[src/rtl/chunked_add_sequencer.sv]
// Multi-cycle WIDTH-bit adder: drives an external CHUNK-bit combinational adder
// one slice per cycle, chaining the carry through carry_reg between slices.
module chunked_add_sequencer #(
   parameter int WIDTH = 64,
   parameter int CHUNK = 16
) (
   input  logic             clk,
   input  logic             rst_n,
   input  logic             in_valid,
   output logic             in_ready,
   input  logic [WIDTH-1:0] in_a,
   input  logic [WIDTH-1:0] in_b,
   input  logic             in_cin,
   output logic             out_valid,
   input  logic             out_ready,
   output logic [WIDTH-1:0] out_sum,
   output logic             out_cout,
   output logic [CHUNK-1:0] add_a,
   output logic [CHUNK-1:0] add_b,
   output logic             add_cin,
   input  logic [CHUNK-1:0] add_sum,
   input  logic             add_cout,
   output logic             busy
);

   localparam int NCHUNK = WIDTH / CHUNK;
   localparam int IW     = (NCHUNK > 1) ? $clog2(NCHUNK) : 1;
   localparam logic [IW-1:0] LAST = IW'(NCHUNK - 1);

   typedef enum logic [1:0] {IDLE, RUN, DONE} state_t;

   state_t                         state;
   logic [NCHUNK-1:0][CHUNK-1:0]   a_reg;
   logic [NCHUNK-1:0][CHUNK-1:0]   b_reg;
   logic [NCHUNK-1:0][CHUNK-1:0]   sum_reg;
   logic [IW-1:0]                  idx;
   logic                           carry_reg;

   always_ff @(posedge clk or negedge rst_n) begin
      if (!rst_n) begin
         state     <= IDLE;
         a_reg     <= '0;
         b_reg     <= '0;
         sum_reg   <= '0;
         idx       <= '0;
         carry_reg <= 1'b0;
      end else begin
         case (state)
            IDLE: begin
               if (in_valid) begin
                  a_reg     <= in_a;
                  b_reg     <= in_b;
                  carry_reg <= in_cin;
                  idx       <= '0;
                  state     <= RUN;
               end
            end
            RUN: begin
               // One slice per edge; the adder result settles within the cycle.
               sum_reg[idx] <= add_sum;
               carry_reg    <= add_cout;
               if (idx == LAST) state <= DONE;
               else             idx   <= idx + 1'b1;
            end
            DONE: begin
               if (out_ready) state <= IDLE;
            end
            default: state <= IDLE;
         endcase
      end
   end

   // Adder operands are quiet outside RUN so the external cell sees no toggling.
   assign add_a   = (state == RUN) ? a_reg[idx] : '0;
   assign add_b   = (state == RUN) ? b_reg[idx] : '0;
   assign add_cin = (state == RUN) ? carry_reg  : 1'b0;

   assign in_ready  = (state == IDLE);
   assign busy      = (state != IDLE);
   assign out_valid = (state == DONE);
   assign out_sum   = out_valid ? sum_reg   : '0;
   assign out_cout  = out_valid ? carry_reg : 1'b0;

endmodule

[config.mk]
export PLATFORM = sky130hd
export DESIGN_NAME = chunked_add_sequencer
export DESIGN_NICKNAME = d
export VERILOG_FILES = /design/src/rtl/chunked_add_sequencer.sv
export SDC_FILE = /design/constraint.sdc
export NUM_CORES = 1
export LEC_CHECK = 0
export ABC_CLOCK_PERIOD_IN_PS = 3800
export CORE_ASPECT_RATIO = 0.75
export CORE_MARGIN = 1.5
export CORE_UTILIZATION = 40
export DETAILED_ROUTE_END_ITERATION = 10
export PLACE_DENSITY_LB_ADDON = 0.25
export RECOVER_POWER = 25
export SYNTH_ARGS = -nofsm -noshare
export SYNTH_HDL_FRONTEND = slang
export SYNTH_SLANG_ARGS = --single-unit
[constraint.sdc]
create_clock -name clk -period 3.8 [get_ports clk]
set_clock_uncertainty 0.15 [all_clocks]
set_input_delay 0.76 -clock clk [delete_from_list [all_inputs] [get_ports clk]]
set_output_delay 0.76 -clock clk [all_outputs]
set_load 0.02 [all_outputs]
==> impl_summary.md <==
STA
The smallest clock period supported by the final layout is computed as between 3 and 4 ns. The transition time of the tightest slew-check pin is between 1.5 and 2 ns. The hold violation total from the final report is 0. Timing would allow up to about 0.29 GHz. Setup repair after global routing left no endpoint under its margin. On the final layout, the worst hold slack is 0.338 ns. Headroom to the max-slew limit came out at -28.5%. The ratio of final minimum period to clock period is 91.8%. The final number of max-transition violations is 75. The post-route setup TNS is 0 ns.

The number of endpoints failing setup at the final stage is 0.

Yosys
The post-synthesis sequential area ratio is 55.9%. The number of nets handed over by synthesis was about 740. Sorting the synthesized cells by how often they occur yields sky130_fd_sc_hd__dfrtp_1, sky130_fd_sc_hd__mux2_2, sky130_fd_sc_hd__and2_1, sky130_fd_sc_hd__mux2_1, sky130_fd_sc_hd__mux4_2. The synthesized design contains 0 enable-type register cells. Summing every instance area after synthesis gives 8810 um2. The share of flip-flops with an asynchronous set or reset after synthesis is 100%. Yosys printed 0 warnings. Ranked by total cell area, the synthesized netlist is headed by sky130_fd_sc_hd__dfrtp_1, sky130_fd_sc_hd__mux2_2, sky130_fd_sc_hd__mux4_2.

The most used flip-flop cell after synthesis is sky130_fd_sc_hd__dfrtp_1. Of the post-synthesis cell area, the dominant cell type holds 55.9%. Counting flops and latches in the post-synthesis netlist gives 197. The unique cell type count in the Yosys netlist is 25. The post-synthesis average cell area is 15.1 um2. Yosys instantiated no cell more often than sky130_fd_sc_hd__dfrtp_1. The largest area contributor in the synthesized netlist is sky130_fd_sc_hd__dfrtp_1. Synthesis produced a netlist whose cell count is between 500 and 600.

Worst setup path
On the worst path, the slowest cell contributes a delay of between 0.6 and 0.7 ns. The classification of the worst setup path is reg -> out. The slowest stage of the critical path is the sky130_fd_sc_hd__dfrtp_2 cell. The required time at the worst-slack endpoint is 2.89 ns.

Traced cell by cell, the critical path runs through buf_12 > mux4_2 > and2_1 > clkdlybuf4s50_1. The kind of end point of the critical path is a primary output. The maximum fanout count along the critical path is 14. STA classifies the critical path startpoint as a flip-flop.

The arrival time of the worst setup path is 2.58 ns.

CTS
After clock tree synthesis, the clock-pin slew on the worst setup and hold paths is 0.07 ns. TritonCTS created 17 clock buffers. The clock tree from TritonCTS is yes.

The later pin in the worst-skew pair is clocked with a latency of 0.42 ns. In this run the deepest clock path goes through 2 buffers. The tree is rooted in a sky130_fd_sc_hd__clkbuf_16. CTS built an H-tree with a depth of 4.

Buffers inserted to repair hold after CTS numbered 0. Post-CTS repair changed the size of 0 cells. The number of buffers inserted to repair setup after CTS is 0.

The number of clock sinks is 197.

Pwr
The total power consumption of the routed design is approximately 10 mW. In this run the power density over the cells is a little over 800 nW/um2. The static leakage is 4.93 nW. The worst-case IR drop observed on VDD is around 0.45 mV.

Global route
Global routing finished with a remaining overflow of 0. Entering global routing, the biggest net connects 130 pins. The via count of the first global-routing pass came to slightly above 6000. The first-pass GRT wire length is 34700 um.

The initial antenna violation count is 0. The total routing usage reported by global routing is 19.3%.

Cells and area
After the last flow step, the layout net total stands at 980. Fill cells in the final layout number 1683. In the final layout, the multi-input gates occupy 3700 um2.

The antenna cell count is 0. The share of layout cells above drive strength 1 is 28.2%. From synthesis to final layout, the design area changed by 38.5%. The combined flip-flop and latch cell area is 4930 um2.

Placed design
The congestion estimate from routability-driven global placement came to 0.794. Port buffering added 250 buffers. The HPWL after detailed placement is 15100 um.

Routing
The number of nets still failing antenna checks after routing is 0. The post-route DRC violation count is 0. The first detailed-routing pass ran for 4 iterations. After the first detailed-routing iteration, the DRC count stood at 217. After detailed routing, the number of vias per cell comes to 4.95. After detailed routing, the average wire length per cell comes to between 15 and 20 um.

The total wirelength of the detailed-routed design is 21200 um. The detailed router placed 5570 vias in this run.

Floorplan
The starting density of the core is 41.3%. The vertical die dimension is 132 um. The die covers 22900 um2. The die is 174 um wide. The number of rows in the core area is 46. 251 I/O pins were placed. After floorplanning, the core was sized to cover 21400 um2.

Flow run
Max-cap violations in this run came to 1.

Status
The final reports fail on max-capacitance violations, max-slew violations. The flow ran to the end, but the final reports show violations.

Worst hold path
The class of the tightest hold or removal check is reg -> reg.
cell usage in the layout (no fill, tap or decap), types with 2 or more instances in the layout:
cell type	instances
sky130_fd_sc_hd__nor2_1	3
sky130_fd_sc_hd__buf_12	4
sky130_fd_sc_hd__clkdlybuf4s50_1	249
sky130_fd_sc_hd__dfrtp_2	2
sky130_fd_sc_hd__clkbuf_16	17
sky130_fd_sc_hd__inv_1	3
sky130_fd_sc_hd__dfrtp_1	195
sky130_fd_sc_hd__mux4_2	32
sky130_fd_sc_hd__o21ai_0	3
sky130_fd_sc_hd__buf_4	6
sky130_fd_sc_hd__clkinvlp_4	2
sky130_fd_sc_hd__and2_1	98
sky130_fd_sc_hd__inv_6	4
sky130_fd_sc_hd__mux2_2	153
sky130_fd_sc_hd__inv_8	4
sky130_fd_sc_hd__ha_1	4
sky130_fd_sc_hd__nand2b_1	2
sky130_fd_sc_hd__mux2_1	39
sky130_fd_sc_hd__nand2_4	3
path summary, 6_finish.rpt:
path	depth (start not counted)	slack, ns	endpoint	startpoint
setup / recovery	4	0.31	add_b[15]	idx[0]$_DFFE_PN0P_
hold / removal	1	0.34	sum_reg[44]$_DFFE_PN0P_	sum_reg[44]$_DFFE_PN0P_
setup reg to reg	3	1.39	sum_reg[21]$_DFFE_PN0P_	state[0]$_DFFE_PN0P_
hold reg to reg	1	0.34	sum_reg[44]$_DFFE_PN0P_	sum_reg[44]$_DFFE_PN0P_
max in group asynchronous	2	1.41	a_reg[12]$_DFFE_PN0P_	rst_n
min in group asynchronous	1	0.68	b_reg[6]$_DFFE_PN0P_	rst_n
kinds of logic after synthesis:
kind of cell / share of synthesized area, %
adder cells (fa/ha/maj): 0.568
AO/OA/AOI/OAI: 0.412
multiplexers: 32.7
flip-flops: 55.9
AND/OR/NAND/NOR: 8.19
buffers and inverters: 2.20
through the flow:
stage	area (um2)	std cells	worst slack, ns	utilization [%]
2_1_floorplan	8810	584	1.29	-
3_3_place_gp	11600	1095	0.735	54.5
3_5_place_dp	11600	1095	0.714	54.5
4_1_cts	12200	1126	0.245	57.2
5_1_grt	12200	1126	0.175	57.2
6_report	12200	1126	0.311	57.2
where the power goes:
group	switching, mW	internal [mW]
Clock	0.836	0.945
Combinational	1.82	2.58
Sequential	0.605	3.18
Total	3.26	6.71
area by class of cell:
cell class | count | share of cell area, %
Tap cell | 288 | 2.95
Sequential cell | 197 | 40.4
Multi-Input combinational cell | 347 | 30.3
Timing Repair Buffer | 260 | 21.5
Clock inverter | 13 | 1.14
Inverter | 3 | 0.0923
Clock buffer | 18 | 3.60
layer usage:
metal | vias up | part of all wire (%) | track usage, % | wire length (um)
met2 | 147 | 49 | 31.1 | 10300
met3 | 16 | 5.2 | 4.75 | 1110
met1 | 2861 | 45 | 26.2 | 9520
li1 | 2546 | - | - | -
met4 | 0 | 1.1 | 5.12 | 231
met5 | - | 0 | 0 | 0
critical path, delay by kind of cell, from the launching register on:
kind,cells,cell delay (ns)
flops,1,0.68
simple gates,1,0.17
buf+inv,2,0.78
mux,1,0.51
Power figures use the tool's default switching activity.
